$ cat config.mk
export PLATFORM = sky130hd
export DESIGN_NAME = mem_port_arbiter
export DESIGN_NICKNAME = d
export VERILOG_FILES = /design/src/rtl/mem_port_arbiter_pkg.sv /design/src/rtl/mem_port_arbiter.sv
export SDC_FILE = /design/constraint.sdc
export NUM_CORES = 1
export LEC_CHECK = 0
export CAP_MARGIN = 20
export CORE_UTILIZATION = 25
export DETAILED_ROUTE_END_ITERATION = 10
export PLACE_DENSITY = 0.89
export SKIP_LAST_GASP = 1
export SLEW_MARGIN = 5
export SYNTH_ARGS = -nofsm -noshare
export SYNTH_HDL_FRONTEND = slang
export SYNTH_SLANG_ARGS = --single-unit
$ cat constraint.sdc
create_clock -name clk -period 2.21 [get_ports clk]
set_input_delay 0.442 -clock clk [delete_from_list [all_inputs] [get_ports clk]]
set_output_delay 0.442 -clock clk [all_outputs]
set_load 0.05 [all_outputs]
$ cat src/rtl/mem_port_arbiter_pkg.sv
// Shared processor package for the memory port arbiter.
// Holds the default bus widths, the return-tag encoding used to steer read
// data back to the winning requester, and the starvation counter width.
package mem_port_arbiter_pkg;

  localparam int PKG_ADDR_W = 8;
  localparam int PKG_DATA_W = 8;
  localparam int STARVE_W   = 3;

  // Which side owns the byte coming back from the RAM this cycle.
  typedef enum logic [1:0] {
    RTAG_NONE  = 2'b00,
    RTAG_FETCH = 2'b01,
    RTAG_DATA  = 2'b10
  } rtag_e;

  // Return tag plus a flag marking a data write, so a write completion
  // reports zero read data instead of whatever the RAM output holds.
  typedef struct packed {
    rtag_e tag;
    logic  wr;
  } ret_t;

endpackage

$ cat src/rtl/mem_port_arbiter.sv
// mem_port_arbiter
// Shares the single-port unified instruction/data RAM between the fetch
// stage and the memory stage. One requester wins each cycle; its request is
// driven onto the RAM combinationally and the returning byte is steered to
// it in the following cycle. A starvation counter forces fetch through after
// STARVE_MAX consecutive denials.
//
// Ports:
//   clk, rst                         clock, synchronous active-high reset
//   if_req/if_addr                   fetch request and address
//   if_wait/if_rvalid/if_rdata       fetch stall, read-valid, fetched byte
//   dm_req/dm_we/dm_addr/dm_wdata    data access request
//   dm_wait/dm_done/dm_rdata         data stall, completion, loaded byte
//   mem_en/mem_we/mem_addr/mem_wdata RAM request (combinational)
//   mem_rdata                        RAM read data, one cycle after request
//
// Handshake: a side whose wait is high must hold req and its address/data
// stable; a request with wait low is accepted in that cycle and returns its
// valid/done exactly one cycle later.
module mem_port_arbiter
  import mem_port_arbiter_pkg::*;
#(
  parameter int ADDR_W     = PKG_ADDR_W,
  parameter int DATA_W     = PKG_DATA_W,
  parameter int STARVE_MAX = 3
) (
  input  logic              clk,
  input  logic              rst,
  input  logic              if_req,
  input  logic [ADDR_W-1:0] if_addr,
  output logic              if_wait,
  output logic              if_rvalid,
  output logic [DATA_W-1:0] if_rdata,
  input  logic              dm_req,
  input  logic              dm_we,
  input  logic [ADDR_W-1:0] dm_addr,
  input  logic [DATA_W-1:0] dm_wdata,
  output logic              dm_wait,
  output logic              dm_done,
  output logic [DATA_W-1:0] dm_rdata,
  output logic              mem_en,
  output logic              mem_we,
  output logic [ADDR_W-1:0] mem_addr,
  output logic [DATA_W-1:0] mem_wdata,
  input  logic [DATA_W-1:0] mem_rdata
);

  localparam logic [STARVE_W-1:0] STARVE_LIM = STARVE_W'(STARVE_MAX);

  logic [STARVE_W-1:0] starve_q, starve_d;
  ret_t                ret_q, ret_d;
  logic                gnt_fetch, gnt_data;

  // Grant decision. Data wins contention until fetch has been denied
  // STARVE_LIM times in a row; nothing is granted while in reset.
  always_comb begin
    gnt_data  = 1'b0;
    gnt_fetch = 1'b0;
    if (!rst) begin
      if (dm_req && (!if_req || (starve_q < STARVE_LIM))) begin
        gnt_data = 1'b1;
      end else if (if_req) begin
        gnt_fetch = 1'b1;
      end
    end
  end

  assign if_wait = if_req & gnt_data;
  assign dm_wait = dm_req & gnt_fetch;

  // RAM drive: the idle port presents zeros so the bus never floats on
  // stale requester values.
  always_comb begin
    mem_en    = 1'b0;
    mem_we    = 1'b0;
    mem_addr  = '0;
    mem_wdata = '0;
    if (gnt_data) begin
      mem_en    = 1'b1;
      mem_we    = dm_we;
      mem_addr  = dm_addr;
      mem_wdata = dm_wdata;
    end else if (gnt_fetch) begin
      mem_en    = 1'b1;
      mem_addr  = if_addr;
    end
  end

  // Starvation counter: counts consecutive cycles fetch asked and lost.
  always_comb begin
    starve_d = starve_q;
    if (!if_req || gnt_fetch) begin
      starve_d = '0;
    end else if (gnt_data && (starve_q < STARVE_LIM)) begin
      starve_d = starve_q + STARVE_W'(1);
    end
  end

  // Return tag for next cycle's steering. Under reset no grant exists, so a
  // read requested in a reset cycle never produces a valid pulse.
  always_comb begin
    ret_d = '{tag: RTAG_NONE, wr: 1'b0};
    if (gnt_fetch) begin
      ret_d.tag = RTAG_FETCH;
    end else if (gnt_data) begin
      ret_d.tag = RTAG_DATA;
      ret_d.wr  = dm_we;
    end
  end

  always_ff @(posedge clk) begin
    if (rst) begin
      starve_q <= '0;
      ret_q    <= '{tag: RTAG_NONE, wr: 1'b0};
    end else begin
      starve_q <= starve_d;
      ret_q    <= ret_d;
    end
  end

  assign if_rvalid = (ret_q.tag == RTAG_FETCH);
  assign dm_done   = (ret_q.tag == RTAG_DATA);
  assign if_rdata  = if_rvalid ? mem_rdata : '0;
  assign dm_rdata  = (dm_done && !ret_q.wr) ? mem_rdata : '0;

endmodule

==> load_flow_metrics.sql, run 1 <==
INSERT INTO impl_metrics (metric_group, metric, value, unit) VALUES
('run_status', 'run_status', 'finished clean', ''),
('logic_synthesis', 'post-synth-top-area-fraction', '35.2', '%'),
('global_routing', 'grt_pass1_wl', '3950', 'um'),
('cts', 'cts_inserted_buffers', '3', ''),
('sta', 'report.final.setup_viol', '0', ''),
('floorplan', 'dieHeight', '47.4', 'um'),
('cts', 'cts.sinks', '6', ''),
('cells_and_area', 'diodes', '0', ''),
('logic_synthesis', 'synthArstFlopShare', '0', '%'),
('worst_setup_path', 'critPathRequiredTime', '1.77', 'ns'),
('route', 'detail_route.first_pass.iterations', '4', ''),
('logic_synthesis', 'yosysWarnings', '0', ''),
('worst_hold_path', 'hold_path_class', 'register to register', ''),
('floorplan', 'top_level_ports', '75', ''),
('global_routing', 'antenna_found_initial', '0', ''),
('route', 'route.antenna.remaining_nets', '0', ''),
('power_and_ir_drop', 'power.static_leakage', '0.000724', 'uW'),
('logic_synthesis', 'post-synth-top-count-cell', 'sky130_fd_sc_hd__and2_1', ''),
('worst_setup_path', 'timing.critical_path.fanout_max', '6', ''),
('logic_synthesis', 'synth_enable_flop_cells', '0', ''),
('floorplan', 'floorplan.rows', '16', ''),
('sta', 'final.setup.tns', '0', 'ns'),
('worst_setup_path', 'rr_startpoint', 'starve_q[0]', ''),
('route', 'routed-via-count', '781', ''),
('cts', 'cts_root_buffer', 'sky130_fd_sc_hd__clkbuf_4', ''),
('sta', 'final_hold_vio_count', '0', ''),
('logic_synthesis', 'synth.ff_latch_count', '6', ''),
('global_routing', 'grt_pass1_vias', '777', ''),
('worst_setup_path', 'worstSetupEndpointType', 'output port', ''),
('worst_hold_path', 'min_delay_worst_endpoint', 'starve_q[0]', ''),
('route', 'detail_route.vias_per_cell', '4.68', ''),
('place', 'place_hpwl', '2630', 'um'),
('logic_synthesis', 'synth_area_leader_cell', 'sky130_fd_sc_hd__and2_1', ''),
('route', 'drc', '0', ''),
('worst_setup_path', 'criticalPathCategory', 'input pin to output port', ''),
('cells_and_area', 'area_growth_syn_to_layout', '229', '%'),
('logic_synthesis', 'synth_top_cells_by_count', 'sky130_fd_sc_hd__and2_1 (29), sky130_fd_sc_hd__a22o_1 (7), sky130_fd_sc_hd__dfxtp_1 (6)', ''),
('global_routing', 'grt_usage', '26.6', '%'),
('cts', 'insertion_delay', '0.25', 'ns'),
('cells_and_area', 'post_route_cells_drive_above_1_share', '35.0', '%'),
('logic_synthesis', 'seq_area_frac_synth', '23.3', '%'),
('sta', 'timing.clock.skew', '0.00751', 'ns'),
('cts', 'cts_hold_buffers', '0', ''),
('route', 'detail_route.wl_per_cell', '19.3', 'um'),
('cts', 'cts_max_level', '1', ''),
('cts', 'max-clock-path-buffers', '2', ''),
('floorplan', 'die_width', '47.4', 'um'),
('logic_synthesis', 'postSynthCellCount', '62', ''),
('place', 'portBuffers', '74', ''),
('logic_synthesis', 'synth.cell_area', '515', 'um2'),
('global_routing', 'grt_overflow', '0', ''),
('worst_setup_path', 'worst_ep_arrival_time', '1.74', 'ns'),
('sta', 'portion_of_the_clock_cycle_consumed_by_the_worst_path_in_the_final_layout', '98.6', '%'),
('worst_setup_path', 'worstRegToRegCells', '4', ''),
('power_and_ir_drop', 'p_per_area', '337', 'mW/mm2'),
('sta', 'fin_hold_ws', '0.499', 'ns'),
('route', 'routed_wirelength', '3220', 'um'),
('worst_setup_path', 'timing.critical_path.from_type', 'input pin', ''),
('sta', 'final_period_minus_worst_setup_slack', '2.18', 'ns'),
('global_routing', 'grt_start_max_net_pins', '20', ''),
('cts', 'cts_tree', 'done', ''),
('sta', 'worst_pin_slew', '0.532', 'ns'),
('logic_synthesis', 'ys_dominant_reg_cell', 'sky130_fd_sc_hd__dfxtp_1', ''),
('place', 'final_weighted_congestion_of_routability_driven_global_placement', '0.645', ''),
('sta', 'finalMaxSlewViolations', '0', ''),
('worst_hold_path', 'hold_start', 'starve_q[0]', ''),
('cts', 'cts.clk_slew.worst_paths', '0.05', 'ns'),
('logic_synthesis', 'syn_avg_cell_area', '8.31', 'um2'),
('worst_setup_path', 'r2r_end', 'ret_q[0]', ''),
('flow_run', 'number_of_violations_of_the_max_capacitance_limit', '0', ''),
('floorplan', 'coreArea', '0.00194', 'mm2');
==> registers in the layout, indices dropped and copies added, names as in the netlist <==
| signal | count |
|---|---|
| ret_q | 3 |
| starve_q | 3 |
==> layout make-up <==
cell class | instances | area [um2]
clock buffer | 3 | 22.5
inverter | 3 | 11.3
tap | 27 | 33.8
fill | 108 | 244
multi-input combinational | 49 | 374
sequential | 6 | 120
timing repair buffer | 79 | 1140
==> per-stage QoR <==
step / area [um2] / util (%) / instances / worst slack, ns / power (uW)
floorplan: 518 / - / 62 / 0.249 / 259
global placement: 1650 / 84.9 / 163 / -0.0841 / 453
detailed placement: 1650 / 84.9 / 163 / -0.161 / 464
CTS: 1680 / 86.7 / 167 / 0.0620 / 571
global route: 1700 / 87.4 / 167 / -0.0194 / 594
finish: 1700 / 87.4 / 167 / 0.0304 / 572
==> routing by layer <==
layer / GRT usage (%) / wire, um / vias up
met1: 22.2 / 986 / 370
li1: - / - / 364
met4: 8.00 / 89 / 0
met5: 0 / 0 / -
met2: 57.8 / 1930 / 41
met3: 7.17 / 213 / 6
==> timing repair <==
| action | 4_1_cts | 5_1_grt |
|---|---|---|
| gates resized for setup | 6 | 2 |
| pin swaps | 2 | 0 |
| setup endpoints to repair | 19 | 6 |
| gates cloned | 1 | 0 |
==> where the power goes <==
part / switching (uW) / total [uW] / internal [uW]
Clock: 44.1 / 106 / 61.8
Sequential: 2.30 / 114 / 112
Combinational: 169 / 352 / 183
Total: 216 / 572 / 357
==> kinds of logic after synthesis <==
| family | Yosys count | share of synthesized area (%) |
|---|---|---|
| AO/OA/AOI/OAI | 12 | 22.1 |
| adder cells (fa/ha/maj) | 1 | 2.43 |
| buffers and inverters | 7 | 8.25 |
| flip-flops | 6 | 23.3 |
| AND/OR/NAND/NOR | 36 | 43.9 |
==> worst max-delay path, cell delays in order <==
cell and delay [ns]:
sky130_fd_sc_hd__dlygate4sd2_1 0.24, sky130_fd_sc_hd__inv_1 0.08, sky130_fd_sc_hd__buf_4 0.14, sky130_fd_sc_hd__a311oi_4 0.29
sky130_fd_sc_hd__buf_4 0.20, sky130_fd_sc_hd__a22o_1 0.19, sky130_fd_sc_hd__buf_12 0.15
==> worst max path at each step <==
stage          startpoint           to  slack (ns)  depth (start not counted)
6_report           if_req  mem_addr[5]        0.03                          7
3_5_place_dp       if_req  mem_addr[5]       -0.16                          5
5_1_grt            if_req  mem_addr[4]       -0.02                          7
2_1_floorplan    ret_q[1]  if_rdata[0]        0.25                          3
4_1_cts               rst  mem_addr[5]        0.06                          5
3_3_place_gp       if_req  mem_addr[5]       -0.08                          5
==> placed cells by master (no fill, tap or decap) <==
| cell type | n |
|---|---|
| sky130_fd_sc_hd__buf_12 | 36 |
| sky130_fd_sc_hd__clkdlybuf4s50_1 | 34 |
| sky130_fd_sc_hd__and2_1 | 29 |
| sky130_fd_sc_hd__a22o_1 | 7 |
| sky130_fd_sc_hd__buf_4 | 6 |
| sky130_fd_sc_hd__dfxtp_1 | 6 |
| sky130_fd_sc_hd__inv_1 | 3 |
| sky130_fd_sc_hd__clkbuf_4 | 3 |
| sky130_fd_sc_hd__a21oi_1 | 2 |
| sky130_fd_sc_hd__dlygate4sd2_1 | 2 |
| sky130_fd_sc_hd__o211a_4 | 1 |
| sky130_fd_sc_hd__nand2_1 | 1 |
| sky130_fd_sc_hd__a311oi_4 | 1 |
| sky130_fd_sc_hd__nor2b_2 | 1 |
| sky130_fd_sc_hd__and2b_1 | 1 |
| sky130_fd_sc_hd__nor2b_1 | 1 |
| sky130_fd_sc_hd__a22o_4 | 1 |
| sky130_fd_sc_hd__or2_1 | 1 |
| sky130_fd_sc_hd__nand4bb_1 | 1 |
| sky130_fd_sc_hd__nor2_1 | 1 |
| sky130_fd_sc_hd__ha_1 | 1 |
| sky130_fd_sc_hd__dlymetal6s2s_1 | 1 |
Note: power is estimated with default switching activity, not from simulation.
==> run 2, diff against run 1 <==
--- a/config.mk
+++ b/config.mk
@@ -8,9 +8,9 @@
 export CAP_MARGIN = 20
 export CORE_UTILIZATION = 25
 export DETAILED_ROUTE_END_ITERATION = 10
-export PLACE_DENSITY = 0.89
+export PLACE_DENSITY = 0.83
 export SKIP_LAST_GASP = 1
-export SLEW_MARGIN = 5
+export SLEW_MARGIN = 15
 export SYNTH_ARGS = -nofsm -noshare
 export SYNTH_HDL_FRONTEND = slang
 export SYNTH_SLANG_ARGS = --single-unit
==> run 2 against run 1 <==
Clock skew shrank 0.0072 ns. Via count down 3.7%. Utilization is 0.13 points higher. Critical path depth did not move. Sequential share of layout area about the same. Maximum frequency increased by 2.3%. Flip-flop and latch count stayed put. Register-to-register slack gained 0.09 ns. Clock-buffer cell count unchanged. First-iteration DRC count is 14% lower. Final cell count unchanged. Combinational power shrank 1%.
==> load_flow_metrics.sql, run 2 (synthesis results as in run 1) <==
INSERT INTO impl_metrics (metric_group, metric, value, unit) VALUES
('run_status', 'run_status', 'finished clean', ''),
('cts', 'cts_tree', 'done', ''),
('floorplan', 'die-area', '0.00225', 'mm2'),
('cts', 'cts.sinks', '6', ''),
('cells_and_area', 'reg.largest.list', 'ret_q x3, starve_q x3', ''),
('flow_run', 'number_of_violations_of_the_max_capacitance_limit', '0', ''),
('global_routing', 'grt_pass1_wl', '3110', 'um'),
('worst_setup_path', 'worst_ep_arrival_time', '1.69', 'ns'),
('power_and_ir_drop', 'power_frac_comb', '61.8', '%'),
('power_and_ir_drop', 'p_seq_share', '20.3', '%'),
('worst_setup_path', 'criticalPathCategory', 'input pin to output port', ''),
('cts', 'insertion_delay', '0.24', 'ns'),
('global_routing', 'grt_usage', '20.2', '%'),
('cells_and_area', 'num-fill-cells', '95', ''),
('floorplan', 'initial_core_util', '26.5', '%'),
('worst_hold_path', 'hold_start', 'starve_q[0]', ''),
('cts', 'cts_max_level', '1', ''),
('floorplan', 'die_width', '47.4', 'um'),
('route', 'routed_wirelength', '2390', 'um'),
('route', 'detail_route.first_pass.iterations', '3', ''),
('worst_setup_path', 'critPathRequiredTime', '1.77', 'ns'),
('power_and_ir_drop', 'max-vdd-ir-drop', '0.312', 'mV'),
('sta', 'worst_slew_margin_rel', '66.5', '%'),
('worst_setup_path', 'worst_path_most_repeated_cell', 'sky130_fd_sc_hd__buf_4', ''),
('sta', 'final.setup.tns', '0', 'ns'),
('power_and_ir_drop', 'clkPwrFrac', '17.9', '%'),
('worst_hold_path', 'hold_path_class', 'register to register', ''),
('power_and_ir_drop', 'p_per_area', '330', 'mW/mm2'),
('worst_setup_path', 'timing.critical_path.fanout_max', '6', ''),
('power_and_ir_drop', 'switching_power', '204', 'uW'),
('floorplan', 'floorplan.rows', '16', ''),
('floorplan', 'dieHeight', '47.4', 'um'),
('route', 'drt_iter0_drc', '6', ''),
('global_routing', 'grt_pass1_vias', '729', ''),
('sta', 'timing.clock.skew', '0.000288', 'ns'),
('cts', 'cts.clk_slew.worst_paths', '0.05', 'ns'),
('cells_and_area', 'post_route_cells_drive_above_1_share', '35.7', '%'),
('route', 'drc', '0', ''),
('sta', 'portion_of_the_clock_cycle_consumed_by_the_worst_path_in_the_final_layout', '96.4', '%'),
('cts', 'cts_hold_buffers', '0', ''),
('place', 'portBuffers', '74', ''),
('sta', 'rsz0062_at_grt', 'no', ''),
('sta', 'final_period_minus_worst_setup_slack', '2.13', 'ns'),
('sta', 'fmax', '469', 'MHz'),
('global_routing', 'antenna_found_initial', '0', ''),
('worst_setup_path', 'cp_max_stage_cell', 'sky130_fd_sc_hd__a311oi_2', ''),
('route', 'routed-via-count', '752', ''),
('cells_and_area', 'number_of_nets_in_the_finished_design', '180', ''),
('power_and_ir_drop', 'switching_share', '36.3', '%'),
('worst_setup_path', 'critical_path.top_delay_family', 'buffers and inverters', ''),
('worst_setup_path', 'rr_startpoint', 'starve_q[0]', ''),
('worst_setup_path', 'worstSetupEndpointType', 'output port', ''),
('worst_setup_path', 'crit_start', 'if_req', ''),
('worst_setup_path', 'worst-path-buf-inv', '5', ''),
('cts', 'cts_inserted_buffers', '3', ''),
('power_and_ir_drop', 'p_int', '358', 'uW'),
('global_routing', 'grt_start_max_net_pins', '11', ''),
('sta', 'worst_pin_slew', '0.501', 'ns'),
('worst_setup_path', 'timing.critical_path.slowest_cell_delay', '0.29', 'ns'),
('cells_and_area', 'layout.cells.most_common_list', 'sky130_fd_sc_hd__buf_12 (36), sky130_fd_sc_hd__clkdlybuf4s50_1 (34), sky130_fd_sc_hd__and2_1 (29)', ''),
('power_and_ir_drop', 'power.static_leakage', '0.000745', 'uW'),
('sta', 'report.final.setup_viol', '0', ''),
('cells_and_area', 'most_common_cell_after_layout_fill_and_taps_aside', 'sky130_fd_sc_hd__buf_12', ''),
('cts', 'postCtsSetupRepairBufs', '0', ''),
('floorplan', 'coreArea', '0.00194', 'mm2'),
('route', 'detail_route.wl_per_cell', '14.3', 'um'),
('worst_setup_path', 'critical_path.cell_chain', 'dlygate4sd2_1 -> inv_1 -> buf_4 -> a311oi_2 -> buf_4 -> a22o_1 -> buf_12', ''),
('cts', 'cts_root_buffer', 'sky130_fd_sc_hd__clkbuf_4', ''),
('place', 'place_hpwl', '2110', 'um'),
('global_routing', 'grt_overflow', '0', ''),
('route', 'route.antenna.remaining_nets', '0', ''),
('route', 'detail_route.vias_per_cell', '4.50', ''),
('cells_and_area', 'flip_flop_and_latch_area', '120', 'um2'),
('sta', 'finalMaxSlewViolations', '0', ''),
('cells_and_area', 'diodes', '0', ''),
('sta', 'final_hold_vio_count', '0', ''),
('cts', 'max-clock-path-buffers', '2', ''),
('power_and_ir_drop', 'total_power', '561', 'uW'),
('place', 'final_weighted_congestion_of_routability_driven_global_placement', '0.725', ''),
('worst_setup_path', 'timing.critical_path.from_type', 'input pin', ''),
('cells_and_area', 'area_growth_syn_to_layout', '230', '%'),
('floorplan', 'top_level_ports', '75', ''),
('cells_and_area', 'multi_input_comb_area', '373', 'um2');
==> run 2: cell count changes in the layout (fill, tap and decap cells not counted) <==
cell and delta:
sky130_fd_sc_hd__o211a_1 +1, sky130_fd_sc_hd__a311oi_2 +1, sky130_fd_sc_hd__a22o_1 -2, sky130_fd_sc_hd__o211a_4 -1, sky130_fd_sc_hd__dlymetal6s2s_1 +1, sky130_fd_sc_hd__dlygate4sd2_1 -1, sky130_fd_sc_hd__a311oi_4 -1, sky130_fd_sc_hd__a22o_4 +2
==> run 2: metal layers <==
metal | up-vias | part of all wire [%] | track usage (%)
li1 | 365 | - | -
met1 | 333 | 31 | 16.8
met2 | 50 | 58 | 42.7
met3 | 4 | 10 | 6.79
met4 | 0 | 0.79 | 6.86
met5 | - | 0 | 0
==> run 2: what timing repair did <==
action / in CTS / in global routing
pin swaps: 2 / 2
setup endpoints to repair: 10 / 10
endpoints found under the hold margin: 0 / 0
gates cloned: 1 / 0
resized for setup: 4 / 3
==> run 2: area by class of cell <==
type,count,area share [%]
Sequential cell,6,7.06
Clock buffer,3,1.32
Timing Repair Buffer,79,67.0
Tap cell,27,1.99
Multi-Input combinational cell,49,21.9
Inverter,3,0.662
==> run 2: path summary, 6_finish.rpt <==
check / end / slack [ns] / cells after the start
max: mem_addr[5] / 0.08 / 7
min: starve_q[0] / 0.47 / 1
max reg2reg: ret_q[0] / 1.06 / 4
min reg2reg: starve_q[0] / 0.47 / 1
==> run 2: power by group through the flow <==
stage	Combinational, uW	Clock, uW	Sequential, uW
finish	347	100	114
global placement	337	0	116
floorplan	143	0	116
detailed placement	345	0	116
CTS	348	104	114
global route	360	109	114
==> run 2: stage by stage <==
| step | util, % | setup slack (ns) | cells | instance area [um2] | hold slack [ns] |
|---|---|---|---|---|---|
| final | 87.6 | 0.0791 | 167 | 1700 | 0.474 |
| after global routing | 87.6 | 0.0213 | 167 | 1700 | 0.513 |
| after CTS | 86.9 | 0.00440 | 167 | 1690 | 0.474 |
| after detailed placement | 84.9 | -0.125 | 163 | 1650 | 0.463 |
| after global placement | 84.9 | -0.0238 | 163 | 1650 | 0.454 |
| after floorplan | - | 0.249 | 62 | 518 | 0.441 |
==> run 3, diff against run 2 <==
--- a/config.mk
+++ b/config.mk
@@ -5,10 +5,11 @@
 export SDC_FILE = /design/constraint.sdc
 export NUM_CORES = 1
 export LEC_CHECK = 0
+export ABC_AREA = 1
 export CAP_MARGIN = 20
-export CORE_UTILIZATION = 25
+export CORE_UTILIZATION = 26
 export DETAILED_ROUTE_END_ITERATION = 10
-export PLACE_DENSITY = 0.83
+export PLACE_DENSITY = 0.82
 export SKIP_LAST_GASP = 1
 export SLEW_MARGIN = 15
 export SYNTH_ARGS = -nofsm -noshare
==> run 3 against run 2 <==
Maximum frequency fell by 1.7%. Sequential share of layout area fell by 0.41 points. Hold slack improved by 0.015 ns. Clock skew rose by 0.0048 ns. Critical path type is now register to output port. Critical endpoint is now if_rvalid. Largest power group unchanged. Highest routed layer unchanged.
==> load_flow_metrics.sql, run 3 <==
INSERT INTO impl_metrics (metric_group, metric, value, unit) VALUES
('floorplan', 'top_level_ports', '75', ''),
('logic_synthesis', 'synth.cell_area', '558', 'um2'),
('sta', 'final_period_minus_worst_setup_slack', '2.17', 'ns'),
('worst_setup_path', 'worst-path-buf-inv', '3', ''),
('logic_synthesis', 'yosysWarnings', '0', ''),
('cells_and_area', 'number_of_nets_in_the_finished_design', '229', ''),
('worst_setup_path', 'timing.critical_path.from_type', 'register', ''),
('floorplan', 'coreArea', '0.00198', 'mm2'),
('worst_setup_path', 'timing.critical_path.fanout_max', '9', ''),
('route', 'detail_route.wl_per_cell', '15.5', 'um'),
('logic_synthesis', 'synth.ff_latch_count', '6', ''),
('worst_hold_path', 'hold_path_class', 'register to register', ''),
('route', 'routed_wirelength', '3350', 'um'),
('cts', 'cts_max_level', '1', ''),
('place', 'portBuffers', '74', ''),
('logic_synthesis', 'syn-num-nets', '142', ''),
('sta', 'final_hold_vio_count', '0', ''),
('logic_synthesis', 'netlist-cell-type-count', '17', ''),
('cts', 'cts.sinks', '6', ''),
('route', 'routed-via-count', '1006', ''),
('cts', 'cts_inserted_buffers', '3', ''),
('floorplan', 'die_width', '48.3', 'um'),
('worst_setup_path', 'critical_path.cell_chain', 'inv_1 -> nand2_1 -> inv_1 -> clkdlybuf4s50_1', ''),
('route', 'detail_route.first_pass.iterations', '4', ''),
('logic_synthesis', 'synthArstFlopShare', '0', '%'),
('worst_setup_path', 'worst_ep_arrival_time', '1.73', 'ns'),
('cells_and_area', 'reg.largest.list', 'ret_q x3, starve_q x3', ''),
('sta', 'fin_hold_ws', '0.489', 'ns'),
('flow_run', 'number_of_violations_of_the_max_capacitance_limit', '0', ''),
('power_and_ir_drop', 'power_frac_comb', '63.1', '%'),
('sta', 'fmax', '461', 'MHz'),
('route', 'drc', '0', ''),
('cts', 'cts_root_buffer', 'sky130_fd_sc_hd__clkbuf_4', ''),
('power_and_ir_drop', 'total_power', '600', 'uW'),
('logic_synthesis', 'synth_enable_flop_cells', '0', ''),
('cts', 'cts.clk_slew.worst_paths', '0.05', 'ns'),
('logic_synthesis', 'synth_top_cells_by_count', 'sky130_fd_sc_hd__nand2_1 (29), sky130_fd_sc_hd__nor2_1 (29), sky130_fd_sc_hd__inv_1 (25)', ''),
('global_routing', 'grt_start_max_net_pins', '10', ''),
('sta', 'timing.clock.skew', '0.00506', 'ns'),
('worst_setup_path', 'critPathRequiredTime', '1.77', 'ns'),
('cells_and_area', 'area_growth_syn_to_layout', '224', '%'),
('run_status', 'run_status', 'finished clean', ''),
('cts', 'max-clock-path-buffers', '2', ''),
('logic_synthesis', 'syn_avg_cell_area', '5.37', 'um2'),
('cells_and_area', 'num-fill-cells', '71', ''),
('worst_setup_path', 'worst_path_most_repeated_cell', 'sky130_fd_sc_hd__inv_1', ''),
('worst_setup_path', 'worstSetupEndpointType', 'output port', ''),
('place', 'final_weighted_congestion_of_routability_driven_global_placement', '0.697', ''),
('power_and_ir_drop', 'p_int', '357', 'uW'),
('floorplan', 'dieHeight', '48.3', 'um'),
('power_and_ir_drop', 'p_per_area', '332', 'mW/mm2'),
('sta', 'rsz0062_at_grt', 'no', ''),
('worst_setup_path', 'timing.critical_path.slowest_cell_delay', '0.80', 'ns'),
('global_routing', 'grt_pass1_wl', '5040', 'um'),
('global_routing', 'grt_pass1_vias', '1066', ''),
('global_routing', 'antenna_found_initial', '0', ''),
('logic_synthesis', 'postSynthCellCount', '104', ''),
('power_and_ir_drop', 'power.static_leakage', '0.000883', 'uW'),
('sta', 'worst_slew_margin_rel', '66.4', '%'),
('power_and_ir_drop', 'switching_power', '243', 'uW'),
('cells_and_area', 'multi_input_comb_area', '355', 'um2'),
('floorplan', 'die-area', '0.00234', 'mm2'),
('logic_synthesis', 'synth_area_leader_cell', 'sky130_fd_sc_hd__dfxtp_1', ''),
('sta', 'finalMaxSlewViolations', '0', ''),
('cts', 'insertion_delay', '0.25', 'ns'),
('sta', 'report.final.setup_viol', '0', ''),
('global_routing', 'grt_overflow', '0', ''),
('cells_and_area', 'post_route_cells_drive_above_1_share', '38.1', '%'),
('logic_synthesis', 'seq_area_frac_synth', '21.5', '%'),
('logic_synthesis', 'post-synth-top-area-fraction', '21.5', '%'),
('route', 'detail_route.vias_per_cell', '4.66', ''),
('place', 'place_hpwl', '2120', 'um'),
('cells_and_area', 'diodes', '0', ''),
('sta', 'portion_of_the_clock_cycle_consumed_by_the_worst_path_in_the_final_layout', '98.1', '%'),
('cts', 'cts_tree', 'done', ''),
('floorplan', 'initial_core_util', '28.2', '%'),
('floorplan', 'floorplan.rows', '16', ''),
('route', 'route.antenna.remaining_nets', '0', ''),
('worst_setup_path', 'criticalPathCategory', 'register to output port', ''),
('route', 'drt_iter0_drc', '28', ''),
('cells_and_area', 'flip_flop_and_latch_area', '120', 'um2'),
('global_routing', 'grt_usage', '28.6', '%'),
('sta', 'worst_pin_slew', '0.503', 'ns'),
('logic_synthesis', 'ys_top_cells_by_area', 'sky130_fd_sc_hd__dfxtp_1 (22%), sky130_fd_sc_hd__nand2_1 (20%), sky130_fd_sc_hd__nor2_1 (20%)', ''),
('worst_setup_path', 'critical_path.top_delay_family', 'buffers and inverters', ''),
('cells_and_area', 'layout.cells.most_common_list', 'sky130_fd_sc_hd__clkdlybuf4s50_1 (36), sky130_fd_sc_hd__buf_12 (36), sky130_fd_sc_hd__nand2_1 (25)', ''),
('logic_synthesis', 'ys_dominant_reg_cell', 'sky130_fd_sc_hd__dfxtp_1', ''),
('power_and_ir_drop', 'clkPwrFrac', '17.7', '%'),
('power_and_ir_drop', 'switching_share', '40.5', '%'),
('power_and_ir_drop', 'max-vdd-ir-drop', '0.270', 'mV'),
('power_and_ir_drop', 'p_seq_share', '19.2', '%'),
('worst_setup_path', 'cp_max_stage_cell', 'sky130_fd_sc_hd__clkdlybuf4s50_1', '');
[run 3: cell count changes after synthesis, moves of 2 or more]
cell,before,now
sky130_fd_sc_hd__nand2_2,0,2
sky130_fd_sc_hd__inv_2,0,2
sky130_fd_sc_hd__a22o_1,7,0
sky130_fd_sc_hd__inv_1,3,25
sky130_fd_sc_hd__nand2_1,1,29
sky130_fd_sc_hd__nor2b_1,2,0
sky130_fd_sc_hd__nor2_1,1,29
sky130_fd_sc_hd__and2_1,29,0
[run 3: tightest hold or removal path, cell delays in order (launching register included)]
cell and delay [ns]:
sky130_fd_sc_hd__dfxtp_1 0.30, sky130_fd_sc_hd__inv_2 0.09, sky130_fd_sc_hd__a21oi_2 0.06
[run 3: final timing paths]
| kind | startpoint | slack [ns] | to | cells past startpoint |
|---|---|---|---|---|
| worst max-delay path | ret_q[2] | 0.04 | if_rvalid | 4 |
| worst max register to register | starve_q[0] | 0.72 | starve_q[0] | 8 |
| worst min-delay path | starve_q[2] | 0.49 | starve_q[2] | 2 |
| worst min register to register | starve_q[2] | 0.49 | starve_q[2] | 2 |
[run 3: logic make-up after synthesis]
group	share of synthesized area [%]
AOI/OAI and AO/OA	6.28
adders and majority gates	2.24
buffers and inverters	21.7
DFF	21.5
and+or+nand+nor	48.2
[run 3: per-layer routing]
layer / part of all wire, % / vias up / wire length, um / track usage (%)
li1: - / 465 / - / -
met1: 35 / 462 / 1160 / 25.7
met2: 56 / 67 / 1870 / 58.7
met3: 7.3 / 12 / 245 / 6.92
met4: 2.2 / 0 / 73 / 12.7
met5: 0 / - / 0 / 0
[run 3: stage by stage]
stage	std cells	TNS [ns]	util, %	area, um2	worst slack (ns)
5_1_grt	216	0	91.1	1810	0.00445
3_3_place_gp	207	-0.0181	87.1	1730	-0.00680
3_5_place_dp	207	-0.789	87.1	1730	-0.112
4_1_cts	215	-0.0124	90.2	1790	-0.00994
6_report	216	0	91.1	1810	0.0427
2_1_floorplan	104	0	-	581	0.121
[run 3: power groups by stage]
stage	registers (uW)	clock network [uW]	logic, uW
after floorplan	116	0	155
after global placement	116	0	353
after detailed placement	117	0	362
after CTS	115	104	370
after global routing	115	114	392
final	115	106	379
[run 3: final cells by class]
| cell class | instances | area share, % |
|---|---|---|
| Sequential cell | 6 | 6.65 |
| Inverter | 28 | 6.10 |
| Timing Repair inverter | 1 | 0.485 |
| Timing Repair Buffer | 81 | 64.0 |
| Tap cell | 27 | 1.87 |
| Clock buffer | 3 | 1.25 |
| Multi-Input combinational cell | 70 | 19.7 |
[run 3: timing repair]
| item | CTS | global route |
|---|---|---|
| gates cloned | 2 | 0 |
| pin swaps | 3 | 1 |
| gates resized for setup | 3 | 6 |
| setup endpoints to repair | 11 | 19 |
| hold buffers | 0 | 0 |
| setup buffers | 3 | 1 |
